**src/rtl/blackjack_pkg.sv**
```systemverilog
// Shared types and helpers for the blackjack card source.
// Card index i maps to suit i/13 and rank (i%13)+1.
package blackjack_pkg;

    localparam int DECK_SIZE = 52;
    localparam int RANKS     = 13;
    localparam logic [5:0] LAST_IDX = 6'(DECK_SIZE - 1);

    typedef struct packed {
        logic [3:0] rank;
        logic [1:0] suit;
    } card_t;

    typedef enum logic [1:0] {
        IDLE,
        SEARCH,
        EMIT
    } dealer_state_t;

    function automatic card_t idx_to_card(input logic [5:0] idx);
        card_t      c;
        logic [3:0] r;
        if (idx < 6'(RANKS)) begin
            c.suit = 2'd0;
            r      = idx[3:0];
        end else if (idx < 6'(2 * RANKS)) begin
            c.suit = 2'd1;
            r      = 4'(idx - 6'(RANKS));
        end else if (idx < 6'(3 * RANKS)) begin
            c.suit = 2'd2;
            r      = 4'(idx - 6'(2 * RANKS));
        end else begin
            c.suit = 2'd3;
            r      = 4'(idx - 6'(3 * RANKS));
        end
        c.rank = r + 4'd1;
        return c;
    endfunction

    function automatic logic [3:0] card_value(input logic [3:0] rank,
                                              input logic [3:0] ace);
        if (rank == 4'd1) begin
            return ace;
        end else if (rank > 4'd10) begin
            return 4'd10;
        end
        return rank;
    endfunction

endpackage

```
**src/rtl/lfsr16.sv**
```systemverilog
// Free-running 16-bit Fibonacci LFSR, taps 16,14,13,11.
// A non-zero seed keeps it off the all-zero lock-up state.
module lfsr16 #(
    parameter logic [15:0] SEED = 16'hACE1
) (
    input  logic        CLOCK_50,
    input  logic        resetb,
    output logic [15:0] q
);

    logic fb;

    assign fb = q[0] ^ q[2] ^ q[3] ^ q[5];

    always_ff @(posedge CLOCK_50 or negedge resetb) begin
        if (!resetb) begin
            q <= SEED;
        end else begin
            q <= {fb, q[15:1]};
        end
    end

endmodule

```
**src/rtl/card_dealer.sv**
```systemverilog
// Single-deck card source: random start probe, linear search
// over the dealt mask, one-cycle valid pulse per card.
module card_dealer
    import blackjack_pkg::*;
#(
    parameter logic [15:0] LFSR_SEED = 16'hACE1,
    parameter logic [3:0]  ACE_VALUE = 4'd1
) (
    input  logic       CLOCK_50,
    input  logic       resetb,
    input  logic       new_deck,
    input  logic       deal_req,
    output logic       ready,
    output logic       card_valid,
    output logic [3:0] card_rank,
    output logic [1:0] card_suit,
    output logic [3:0] card_value,
    output logic [5:0] cards_left,
    output logic       deck_empty
);

    dealer_state_t        state_q, state_d;
    logic [DECK_SIZE-1:0] mask_q, mask_d;
    logic [5:0]           probe_q, probe_d;
    logic [5:0]           left_q, left_d;
    card_t                card_q, card_d;
    logic [3:0]           val_q, val_d;
    logic [15:0]          lfsr;
    logic [5:0]           start;
    logic                 unused_lfsr;

    lfsr16 #(.SEED(LFSR_SEED)) u_lfsr (
        .CLOCK_50(CLOCK_50),
        .resetb  (resetb),
        .q       (lfsr)
    );

    assign unused_lfsr = ^lfsr[15:6];
    assign start = (lfsr[5:0] >= 6'(DECK_SIZE)) ? lfsr[5:0] - 6'(DECK_SIZE)
                                                : lfsr[5:0];

    assign ready      = (state_q == IDLE) && (left_q != '0);
    assign deck_empty = (left_q == '0);
    // A clear arriving during EMIT suppresses the pulse as well.
    assign card_valid = (state_q == EMIT) && !new_deck;
    assign card_rank  = card_q.rank;
    assign card_suit  = card_q.suit;
    assign card_value = val_q;
    assign cards_left = left_q;

    always_comb begin
        state_d = state_q;
        mask_d  = mask_q;
        probe_d = probe_q;
        left_d  = left_q;
        card_d  = card_q;
        val_d   = val_q;
        if (new_deck) begin
            mask_d  = '0;
            left_d  = 6'(DECK_SIZE);
            state_d = IDLE;
        end else begin
            unique case (state_q)
                IDLE: begin
                    if (deal_req && ready) begin
                        probe_d = start;
                        state_d = SEARCH;
                    end
                end
                SEARCH: begin
                    if (!mask_q[probe_q]) begin
                        mask_d[probe_q] = 1'b1;
                        card_d  = idx_to_card(probe_q);
                        val_d   = blackjack_pkg::card_value(card_d.rank, ACE_VALUE);
                        left_d  = left_q - 6'd1;
                        state_d = EMIT;
                    end else begin
                        probe_d = (probe_q == LAST_IDX) ? '0 : probe_q + 6'd1;
                    end
                end
                EMIT: state_d = IDLE;
                default: state_d = IDLE;
            endcase
        end
    end

    always_ff @(posedge CLOCK_50 or negedge resetb) begin
        if (!resetb) begin
            state_q <= IDLE;
            mask_q  <= '0;
            probe_q <= '0;
            left_q  <= 6'(DECK_SIZE);
            card_q  <= '0;
            val_q   <= '0;
        end else begin
            state_q <= state_d;
            mask_q  <= mask_d;
            probe_q <= probe_d;
            left_q  <= left_d;
            card_q  <= card_d;
            val_q   <= val_d;
        end
    end

endmodule

```
**config.mk**
```make
export PLATFORM = sky130hd
export DESIGN_NAME = card_dealer
export DESIGN_NICKNAME = d
export VERILOG_FILES = /design/src/rtl/blackjack_pkg.sv /design/src/rtl/lfsr16.sv /design/src/rtl/card_dealer.sv
export SDC_FILE = /design/constraint.sdc
export NUM_CORES = 1
export LEC_CHECK = 0
export ABC_AREA = 1
export BUFFER_PORTS_ARGS = -buffer_cell sky130_fd_sc_hd__buf_4
export CAP_MARGIN = 20
export CORE_UTILIZATION = 50
export CTS_CLUSTER_DIAMETER = 120
export CTS_CLUSTER_SIZE = 16
export DETAILED_ROUTE_END_ITERATION = 16
export GPL_TIMING_DRIVEN = 0
export PLACE_DENSITY = 0.79
export SLEW_MARGIN = 15
export SYNTH_ARGS = -nofsm -noshare
export SYNTH_HDL_FRONTEND = slang
export SYNTH_HIERARCHICAL = 1
export SYNTH_SLANG_ARGS = --single-unit
```
**constraint.sdc**
```tcl
create_clock -name CLOCK_50 -period 2.39 [get_ports CLOCK_50]
set_clock_uncertainty 0.05 [all_clocks]
set_input_delay 0.239 -clock CLOCK_50 [delete_from_list [all_inputs] [get_ports CLOCK_50]]
set_output_delay 0.239 -clock CLOCK_50 [all_outputs]
set_load 0.05 [all_outputs]
```
==> qor.txt <==
Status = finished, final reports clean
Met2 WL = 6450 um
Setup TNS = 0 ns
Top cell type's share of synthesized area = 0.396
Post-route ant nets = 0
Syn_nets = 651
# diodes = 0
First-pass DRT Iterations = 5
Gate Count Post-Synth = 633
Setup crit end = mask_q[15]
Fmax achieved = 0.425 GHz
CTS tree = built
Post-synth top area cell = dfrtp_1
Grt total ovfl = 0
RD Place Congestion = 0.936
Yosys reg bits = 92
Final period utilization = 0.984
Multi-input gate area = 0.00229 mm2
Layout area overhead = 18.3%
Final hold vios = 0
Die ar. = 0.0106 mm2
Data arrival time of the critical path = 2.59 ns
Storage cell area = 0.00232 mm2
Startpoint Class = register
Mean Syn Cell Area = 8.08 um2
# DRC = 0
Met1 Wirelength = 5500 um
Clock Path Buffers = 2
Vias/cell = 5.58
Synth warn = 6
CP required = 2.63 ns
Most common cell on crit path = buf_4
Post-synth top flop = dfrtp_1
CTS Sinks = 92
Tmin final = 2.35 ns
Die span in x = 103 um
CP max-delay cell = dfrtp_2
Row Count = 36
Sequential-to-total area share from yosys stat = 0.453
Global-route wire length before repair = 20200 um
R2R cell count = 13
Ports = 23
Worst IR drop on VDD = 0.000570 V
Reg2reg setup slack = 0.04 ns
Hold WS = 0.301 ns
Cts bufs inserted = 9
Worst path cell trace = buf_12, buf_4, o211ai_1, nand3_1, nand3_2, nand2_2, nor2_4, nand3_4, buf_4, buf_4, inv_1, nand3_1, a21oi_1
Vias in the first global route = 4160
Routed wire per std cell = 16.3 um
Cell Pwr Density = 800 mW/mm2
Simple-gate area share of the yosys netlist = 0.276
Core area = 0.00986 mm2
Number of fill cells in the layout = 835
Synth Area in Adders = 0.0343
IO Port Bufs = 22
Initial antenna violation count = 0
Final setup fails = 0
Worst r2r dst = mask_q[15]
Pleak = 3.03 nW
Mapped Area = 0.00511 mm2
Starting Density = 0.518
H-tree levels = 3
Async S/R FF share, synth = 1.00
Crit path launch = probe_q[1]
GRT Total Usage = 0.254
Met3 Routed Length = 1170 um
CP Class = register to register
Reg-to-Reg Start = probe_q[1]
Rel. slew slack = 0.437
Post-synth EDFFs = 0
Initial DRC Count = 451
Post-Synth XOR/XNOR Area = 0.00685
Hold Crit Class = register to register
Fin nets = 710
Clock Latency Late Sink = 0.37 ns
Critical Path Sink Type = register
Layout cell share with drive strength beyond 1 = 0.221
Pin count of the biggest net entering global routing = 93
CP peak stage delay = 0.47 ns
Synth area leaders = dfrtp_1 40%, nand2_1 12%, nand3_1 8.5%
Slew Limit Fails = 0
Root Buffer = clkbuf_8
Cell variety after synth = 41
Least-Margin Pin Slew = 0.841 ns
Max Cap Viol = 0
Final wirelength = 13500 um
Worst-path maximum fanout = 10
Fraction of synthesized area in multiplexers = 0
DIE HEIGHT = 103 um
Top layer in use = met4
Overall via count from detail_route = 4633
Main combinational cell family by area after synthesis = simple AND/OR/NAND/NOR gates
Synth Area in Compound Gates = 0.109
DP Wirelength = 9030 um
Clk pin slew, worst setup/hold paths = 0.09 ns
==> cell families after synthesis <==
| family | count (synthesis) |
|---|---|
| AO/OA/AOI/OAI | 90 |
| XOR/XNOR | 4 |
| adder cells (fa/ha/maj) | 14 |
| buffers and inverters | 130 |
| flip-flops | 92 |
| AND/OR/NAND/NOR | 303 |
==> report_power, final <==
group | internal, mW | switching (mW)
logic | 0.800 | 1.29
registers | 1.64 | 0.0541
clock network | 0.511 | 0.552
total | 2.95 | 1.89
==> layout make-up <==
class / count / share of cell area
plain buffers: 24 / 0.0366
clock buffers: 12 / 0.0240
clock inverters: 4 / 0.00827
inverters: 103 / 0.0693
multi-input cells: 411 / 0.378
flip-flops and latches: 92 / 0.383
well taps: 133 / 0.0275
repair buffers: 50 / 0.0714
repair inverters: 1 / 0.00145
==> repair_timing <==
item / 4_1_cts / 5_1_grt
hold endpoints to repair: 0 / 81
setup buffers: 0 / 23
hold buffers: 0 / 1
gates cloned: 0 / 5
resized for setup: 11 / 37
setup endpoints to repair: 4 / 71
pin swaps: 0 / 14
==> per-stage QoR <==
stage | utilization | setup slack (ns) | area (um2) | power, mW | std cells
finish | 0.613 | 0.0386 | 6050 | 4.84 | 830
detailed placement | 0.552 | -0.250 | 5450 | 3.40 | 788
CTS | 0.574 | 0.0167 | 5660 | 4.45 | 802
global placement | 0.552 | -0.160 | 5450 | 3.36 | 788
floorplan | - | 0.0524 | 5110 | 2.96 | 633
global route | 0.613 | -0.0743 | 6050 | 5.07 | 830
==> metal layers <==
layer,vias to the layer above,track usage
met2,223,0.400
li1,2129,-
met4,0,0.0888
met3,44,0.0522
met5,-,0
met1,2237,0.348
==> critical path: cells and delay by family (launching register included) <==
kind,cells,cell delay (ns)
buf+inv,5,0.82
simple gates,6,0.65
flops,1,0.47
compound gates,2,0.27
==> placed cells by master (no fill, tap or decap), types with 7 or more instances in the layout <==
cell type / instances
o22ai_1: 8
dfrtp_1: 80
inv_1: 93
o211ai_1: 7
buf_4: 48
o21ai_0: 39
a21oi_1: 8
o21ai_1: 9
clkbuf_8: 10
nand2_1: 156
o22ai_2: 7
nand3_1: 85
dfstp_2: 11
nand2_4: 7
nor2_1: 22
ha_1: 11
nand2_2: 12
==> worst min-delay path by stage <==
| stage | from | end | slack, ns | cells after the start |
|---|---|---|---|---|
| final | u_lfsr/q[7] | u_lfsr/q[6] | 0.30 | 0 |
| after global routing | u_lfsr/q[7] | u_lfsr/q[6] | 0.31 | 0 |
| after CTS | resetb | mask_q[45] | 0.08 | 1 |
| after detailed placement | u_lfsr/q[9] | u_lfsr/q[8] | 0.29 | 0 |
| after global placement | u_lfsr/q[9] | u_lfsr/q[8] | 0.29 | 0 |
| after floorplan | resetb | card_rank[0] | -0.11 | 0 |
==> state kept, by name, indices dropped and copies added, names as in the netlist <==
register and cells:
card_value 4, probe_q 6, state_q 2, cards_left 6, card_rank 4, u_lfsr/q 16, card_suit 2, mask_q 52
==> synth_stat cells, types with 7 or more instances <==
| master | number |
|---|---|
| a21oi_1 | 9 |
| buf_6 | 10 |
| dfrtp_1 | 81 |
| dfstp_2 | 11 |
| ha_1 | 14 |
| inv_1 | 96 |
| nand2_1 | 162 |
| nand2_2 | 8 |
| nand3_1 | 87 |
| nor2_1 | 23 |
| o211ai_1 | 7 |
| o21ai_0 | 43 |
| o22ai_1 | 10 |
Power figures use the tool's default switching activity.
